--- config.mk ---
export PLATFORM = sky130hd
export DESIGN_NAME = code_seq3_gen
export DESIGN_NICKNAME = d
export VERILOG_FILES = /design/src/rtl/code_seq3_gen.sv
export SDC_FILE = /design/constraint.sdc
export NUM_CORES = 1
export LEC_CHECK = 0
export CAP_MARGIN = 20
export CORE_ASPECT_RATIO = 2
export CORE_MARGIN = 8
export CORE_UTILIZATION = 41
export DETAILED_ROUTE_END_ITERATION = 10
export HOLD_SLACK_MARGIN = 0.02
export PLACE_DENSITY = 0.62
export SLEW_MARGIN = 20
export SYNTH_ARGS = -nofsm -noshare
export SYNTH_HDL_FRONTEND = slang
export SYNTH_SLANG_ARGS = --single-unit
--- constraint.sdc ---
create_clock -name sys_clk -period 2.34 [get_ports sys_clk]
set_input_delay 0.468 -clock sys_clk [delete_from_list [all_inputs] [get_ports sys_clk]]
set_output_delay 0.468 -clock sys_clk [all_outputs]
set_load 0.1 [all_outputs]
--- src/rtl/code_seq3_gen.sv ---
// 3-bit code sequencer for a 3-to-8 decoder: free-running stepping on a timer
// while in RUN, single manual steps while IDLE, with a wrap pulse on rollover.
module code_seq3_gen #(
   parameter logic [23:0] CNT_MAX = 24'd9_999_999
) (
   input  logic sys_clk,
   input  logic sys_rst_n,
   input  logic start,
   input  logic stop,
   input  logic dir,
   input  logic step,
   output logic in1,
   output logic in2,
   output logic in3,
   output logic busy,
   output logic wrap
);

   localparam int unsigned TW = 24;
   localparam int unsigned CW = 3;

   typedef enum logic {
      IDLE = 1'b0,
      RUN  = 1'b1
   } state_t;

   state_t          state_q, state_d;
   logic [TW-1:0]   timer_q, timer_d;
   logic [CW-1:0]   code_q, code_d;
   logic            busy_q, busy_d;
   logic            wrap_q, wrap_d;
   logic            adv;

   // State, timer, code and output flags
   always_ff @(posedge sys_clk or negedge sys_rst_n) begin
      if (!sys_rst_n) begin
         state_q <= IDLE;
         timer_q <= '0;
         code_q  <= '0;
         busy_q  <= 1'b0;
         wrap_q  <= 1'b0;
      end else begin
         state_q <= state_d;
         timer_q <= timer_d;
         code_q  <= code_d;
         busy_q  <= busy_d;
         wrap_q  <= wrap_d;
      end
   end

   // Next-state, timer and advance decision; stop has priority over start and terminal count
   always_comb begin
      state_d = state_q;
      timer_d = timer_q;
      code_d  = code_q;
      adv     = 1'b0;
      wrap_d  = 1'b0;

      case (state_q)
         IDLE: begin
            timer_d = '0;
            adv     = step;
            if (start && !stop) begin
               state_d = RUN;
            end
         end
         RUN: begin
            if (stop) begin
               state_d = IDLE;
               timer_d = '0;
            end else if (timer_q == CNT_MAX) begin
               timer_d = '0;
               adv     = 1'b1;
            end else begin
               timer_d = timer_q + TW'(1);
            end
         end
         default: begin
            state_d = IDLE;
            timer_d = '0;
         end
      endcase

      if (adv) begin
         code_d = dir ? code_q + CW'(1) : code_q - CW'(1);
         wrap_d = dir ? (code_q == CW'(7)) : (code_q == CW'(0));
      end

      busy_d = (state_d == RUN);
   end

   assign in1  = code_q[2];
   assign in2  = code_q[1];
   assign in3  = code_q[0];
   assign busy = busy_q;
   assign wrap = wrap_q;

endmodule

==> results of run 1 <==
[metal layers]
layer  global-route usage  routed length [um]
met2               0.1737                1426
met1               0.1301                1349
met5                    0                   0
met3              0.03325                  80
met4              0.07034                  74
[how the worst max path moves through the flow]
stage | startpoint | to | cells past startpoint
after global routing | timer_q[18]$_DFF_PN0_ | code_q[1]$_DFFE_PN0P_ | 4
after global placement | dir | code_q[2]$_DFFE_PN0P_ | 6
after detailed placement | dir | code_q[2]$_DFFE_PN0P_ | 6
final | timer_q[0]$_DFF_PN0_ | timer_q[20]$_DFF_PN0_ | 5
after floorplan | busy$_DFF_PN0_ | code_q[1]$_DFFE_PN0P_ | 4
after CTS | timer_q[0]$_DFF_PN0_ | timer_q[20]$_DFF_PN0_ | 5
[flip-flops by register name, indices dropped and copies added, names as in the netlist]
register and flops:
busy 1, code_q 3, timer_q 24, wrap 1
[cell type report]
class | count | area, um^2
clock buffers | 7 | 96.34
multi-input cells | 114 | 714.4
repair buffers | 15 | 125.1
fillers | 323 | 1783
clock inverters | 1 | 5.005
well taps | 49 | 61.31
flip-flops and latches | 29 | 725.7
inverters | 5 | 18.77
[critical path: stages (launching register included)]
cell and delay, ns:
dfrtp_1 0.38, ha_1 0.21, nand3_1 0.12, or4_1 0.68
or3_1 0.40, a21oi_1 0.14
[power by group through the flow]
stage	Clock (mW)	Sequential [mW]	Combinational, mW
after CTS	0.470	0.577	0.389
final	0.453	0.576	0.386
after global placement	0	0.582	0.386
after global routing	0.485	0.583	0.408
after floorplan	0	0.794	0.0808
after detailed placement	0	0.586	0.386
[cells in the final DEF (no fill, tap or decap), drive strengths merged, types with 2 or more instances in the layout]
cell	count
xnor2	10
or3	7
clkbuf	7
inv	5
buf	10
o21ai	9
dfrtp	29
or4	5
nor4	4
nand4	7
nor4b	3
nand2	5
xor2	5
nand3	12
a21oi	9
and3	4
clkdlybuf4s50	5
o31ai	2
nor2	20
[kinds of logic after synthesis]
family,Yosys count,synth area share
mux,2,0.01433
fa+ha+maj,2,0.02192
compound gates,22,0.08094
simple gates,73,0.2757
flops,29,0.4890
xor+xnor,15,0.08853
buf+inv,11,0.02951
==> metrics.cfg, run 1 <==
[sta]
fin_skew_ns = 0.006555
slew_headroom = 0.7240
holdWs_ns = 0.4832
min_period_ns = 2.003
setup_viol = 0
worst_slew_pin_slew_ns = 0.4097
hold_viol = 0
final.setup.worst_slack_ns = 0.3370
slew_violations = 0
rsz0062_at_grt = false
maxClockFrequency_ghz = 0.4992
min_period_over_period = 0.8560
fin_tns_setup_ns = 0

[yosys]
yosysMostFrequentCell = dfrtp_1
yosys-top-cells-count = 29 x dfrtp_1, 20 x nor2_1, 11 x nand3_1
synth-seq-cells = 29
synth_top_area_frac = 0.4890
synthTopCellsByArea = dfrtp_1 49%, xnor2_1 5.9%, nor2_1 5.1%
seq_area_frac_synth = 0.4890
syn_inst = 154
synth-async-reset-ratio = 1.000
synth_area_leader_cell = dfrtp_1
yosysWarnings = 0
synth_edf_count = 0
synth_flop_cell = dfrtp_1
synth_nets = 162
syn_area_per_cell_um2 = 9.636
synth_area_mm2 = 0.001484
post_synth_num_cell_types = 33

[worst_hold_path]
min_path_type = flop to flop
hold_path_depth = 1
worstHoldEndpoint = timer_q[0]$_DFF_PN0_
min_from = timer_q[0]$_DFF_PN0_

[critical_path]
cp_data_required_time_ns = 2.55
worstPathMaxFanout = 9
crit_arrival_ns = 2.21
start_kind = flop
r2r_end = timer_q[20]$_DFF_PN0_
r2r.worst_path.cells = 5
critPathKind = flop to flop
end_kind = flop
rr_startpoint = timer_q[0]$_DFF_PN0_
r2r_setup_slack_ns = 0.34

[placed_design]
dp_cells = 212
place_congestion = 0.8020
post-place-ws_ns = 0.09901
io_buffers = 10
hpwl_um = 2038
placed_area_mm2 = 0.001645

[route]
vias_per_cell = 5.182
wl_per_cell_um = 13.32
drt-pass1-iter-count = 4
drc = 0
vias = 1140
ant_nets = 0
finalWirelength_um = 2931
drt_first_iter_violations = 30

[clocking]
cts_resized = 0
cts_buffer_depth = 2
cts.reportedPaths.clkPinSlew_ns = 0.06
cts_tree = yes
cts_hold_buffers = 0
h-tree-depth = 2
cts_num_sinks = 29
cts_root_buf = clkbuf_8
cts_inserted_buffers = 5
insertion_delay_ns = 0.28
cts_setup_buffers = 0

[finish]
diodes = 0
final_core_util = 0.4949
final_area_mm2 = 0.001747
fin_cells = 220
syn_to_final_growth_pct = 17.71
drive_gt1_frac = 0.1228
final_nets = 178

[power]
finalPower_mw = 1.415
combPwrFrac = 0.273
switching_power_uw = 516.5
p_per_area_mw_per_mm2 = 810.1
leakage_nw = 0.6647
power_frac_seq = 0.407
peakVddDrop_uv = 790.5
power_frac_clock = 0.320
p_sw_frac = 0.3650
internal_power_uw = 898.5

[floorplan]
top_level_ports = 11
start_util = 0.4204
die_h_um = 101.1
die_area_mm2 = 0.005917
die_w_um = 58.54
fp.coreArea_mm2 = 0.003530
fp-row-count = 31

[global_routing]
antenna_found_initial = 0
grt_pass1_vias = 1134
grt_max_degree = 30
overflow = 0
grt_pass1_wl_um = 5071
track_usage = 0.1123

[run]
maxCapViolations = 0

[status]
outcome = finished, final reports clean

(Power assumes the default switching activity.)
==> inputs of run 2 (changes only) <==
--- a/config.mk
+++ b/config.mk
@@ -13,3 +13,2 @@
 export HOLD_SLACK_MARGIN = 0.02
-export PLACE_DENSITY = 0.62
 export SLEW_MARGIN = 20
==> constraint.sdc (replaced) <==
create_clock -name sys_clk -period 1.8 [get_ports sys_clk]
set_input_delay 0.36 -clock sys_clk [delete_from_list [all_inputs] [get_ports sys_clk]]
set_output_delay 0.36 -clock sys_clk [all_outputs]
set_load 0.01 [all_outputs]
==> metrics.cfg, run 2 (synthesis gave the netlist of run 1 again) <==
[global_routing]
overflow = 0  ; unchanged
track_usage = 0.1263  ; was 0.1123
grt_max_degree = 30  ; unchanged
antenna_found_initial = 0  ; unchanged
grt_pass1_wl_um = 5789  ; was 5071 um
grt_pass1_vias = 1297  ; was 1134

[clocking]
cts_root_buf = clkbuf_8  ; unchanged
insertion_delay_ns = 0.28  ; about the same
cts_hold_buffers = 0  ; unchanged
h-tree-depth = 2  ; unchanged
cts_inserted_buffers = 5  ; unchanged
cts_buffer_depth = 2  ; unchanged
cts_num_sinks = 29  ; unchanged
cts_tree = yes  ; unchanged
cts.reportedPaths.clkPinSlew_ns = 0.06  ; about the same

[finish]
syn_to_final_growth_pct = 36.00  ; was 17.71%
regMostFlops = timer_q  ; unchanged
diodes = 0  ; unchanged
largest_reg_flops = 24  ; unchanged
drive_gt1_frac = 0.2778  ; was 0.1228
final_core_util = 0.5718  ; was 0.4949
final_common_cell = buf_4  ; was dfrtp_1
final_cell_mix = 30 x buf_4, 29 x dfrtp_1, 20 x nor2_1, 10 x nand3_1, 10 x clkdlybuf4s50_1  ; was 29 x dfrtp_1, 20 x nor2_1, 11 x nand3_1, 10 x xnor2_1, 10 x buf_4
reg_top3 = timer_q: 24 flops, code_q: 3 flops  ; unchanged
final_nets = 205  ; was 178
final_area_mm2 = 0.002018  ; was 0.001747 mm^2

[floorplan]
fp.coreArea_mm2 = 0.003530  ; unchanged
die_h_um = 101.1  ; unchanged
die_w_um = 58.54  ; unchanged
start_util = 0.4204  ; unchanged
top_level_ports = 11  ; unchanged
die_area_mm2 = 0.005917  ; unchanged
fp-row-count = 31  ; unchanged

[critical_path]
start_kind = flop  ; unchanged
critPathSlowestCell = or4_4  ; was or4_1
crit_arrival_ns = 2.04  ; was 2.21 ns
critPathKind = flop to flop  ; unchanged
path_buf_inv = 0  ; unchanged
max_stage_delay_ns = 0.62  ; was 0.68 ns
path_delay_family = simple AND/OR/NAND/NOR gates  ; unchanged
worstPathMaxFanout = 5  ; was 9
worstSetupStartpoint = timer_q[8]$_DFF_PN0_  ; was timer_q[0]$_DFF_PN0_
crit_path_cell_trace = nand4_1, or4_4, or4_1, a21oi_2  ; was ha_1, nand3_1, or4_1, or3_1, a21oi_1
cp_data_required_time_ns = 2.01  ; was 2.55 ns
end_kind = flop  ; unchanged
rr_startpoint = timer_q[8]$_DFF_PN0_  ; was timer_q[0]$_DFF_PN0_

[sta]
min_period_ns = 1.826  ; was 2.003 ns
fin_skew_ns = 0.006699  ; was 0.006555 ns
maxClockFrequency_ghz = 0.5476  ; was 0.4992 GHz
slew_headroom = 0.7203  ; was 0.7240
final.setup.worst_slack_ns = -0.02611  ; was 0.3370 ns
fin_tns_setup_ns = -0.03871  ; was 0 ns
hold_viol = 0  ; unchanged
holdWs_ns = 0.4616  ; was 0.4832 ns
setup_viol = 2  ; was 0
worst_slew_pin_slew_ns = 0.4137  ; was 0.4097 ns
min_period_over_period = 1.015  ; was 0.8560
slew_violations = 0  ; unchanged
rsz0062_at_grt = true  ; was false

[route]
wl_per_cell_um = 13.86  ; was 13.32 um
drc = 0  ; unchanged
drt-pass1-iter-count = 4  ; unchanged
finalWirelength_um = 3423  ; was 2931 um
drt_first_iter_violations = 30  ; unchanged
vias = 1300  ; was 1140
ant_nets = 0  ; unchanged
vias_per_cell = 5.263  ; was 5.182

[placed_design]
place_congestion = 0.8114  ; was 0.8020
hpwl_um = 2320  ; was 2038 um
io_buffers = 10  ; unchanged
placed_area_mm2 = 0.001833  ; was 0.001645 mm^2

[status]
outcome = finished, violations left  ; was finished, final reports clean
violations = negative setup slack

[power]
power_frac_clock = 0.332  ; was 0.320
combPwrFrac = 0.179  ; was 0.273
leakage_nw = 0.7982  ; was 0.6647 nW
switching_power_uw = 414.6  ; was 516.5 uW
finalPower_mw = 1.537  ; was 1.415 mW
internal_power_mw = 1.122  ; was 898.5 uW
p_per_area_mw_per_mm2 = 761.5  ; was 810.1 mW/mm^2
power_frac_seq = 0.489  ; was 0.407
peakVddDrop_uv = 630.2  ; was 790.5 uV
p_sw_frac = 0.2698  ; was 0.3650

[worst_hold_path]
min_path_type = input pin to asynchronous set/reset pin  ; was flop to flop

[run]
maxCapViolations = 0  ; unchanged

[run 2: path summary, 6_finish.rpt]
path	to	slack, ns	depth (start not counted)
setup / recovery	timer_q[21]$_DFF_PN0_	-0.03	4
hold / removal	timer_q[17]$_DFF_PN0_	0.46	2
setup reg to reg	timer_q[21]$_DFF_PN0_	-0.03	4
hold reg to reg	timer_q[0]$_DFF_PN0_	0.53	1
max in group asynchronous	timer_q[7]$_DFF_PN0_	1.07	2
min in group sys_clk	timer_q[0]$_DFF_PN0_	0.53	1
[run 2: per-layer routing]
metal  vias up  part of all wire  GRT usage
met2        12              0.52     0.2079
li1        638                 -          -
met4         0             0.018    0.05133
met5         -                 0          0
met1       644              0.43     0.1449
met3         6             0.030    0.03964
[run 2: final cells by class]
class / count / area, um^2
Tap cell: 49 / 61.31
Multi-Input combinational cell: 115 / 793.3
Fill cell: 308 / 1511
Clock buffer: 6 / 72.57
Inverter: 5 / 18.77
Sequential cell: 29 / 725.7
Timing Repair Buffer: 41 / 336.6
Clock inverter: 2 / 10.01
[run 2: timing repair]
| action | CTS | global route |
|---|---|---|
| cloned | 0 | 1 |
| pin swaps | 0 | 7 |
| gates resized for setup | 3 | 14 |
| buffers inserted | 0 | 3 |
| endpoints found under the hold margin | 0 | 0 |
| endpoints found under the setup margin | 7 | 15 |
[run 2: power by group through the flow]
stage	logic [mW]	clock network, mW	registers (mW)
after floorplan	0.105	0	0.771
after global placement	0.251	0	0.758
after detailed placement	0.257	0	0.759
after CTS	0.260	0.533	0.748
after global routing	0.308	0.559	0.762
final	0.275	0.510	0.752
[run 2: stage by stage]
step	cells	setup slack [ns]
floorplan	154	-0.05272
global placement	235	-0.1395
detailed placement	235	-0.2392
CTS	243	0.003932
global route	247	-0.06806
finish	247	-0.02611
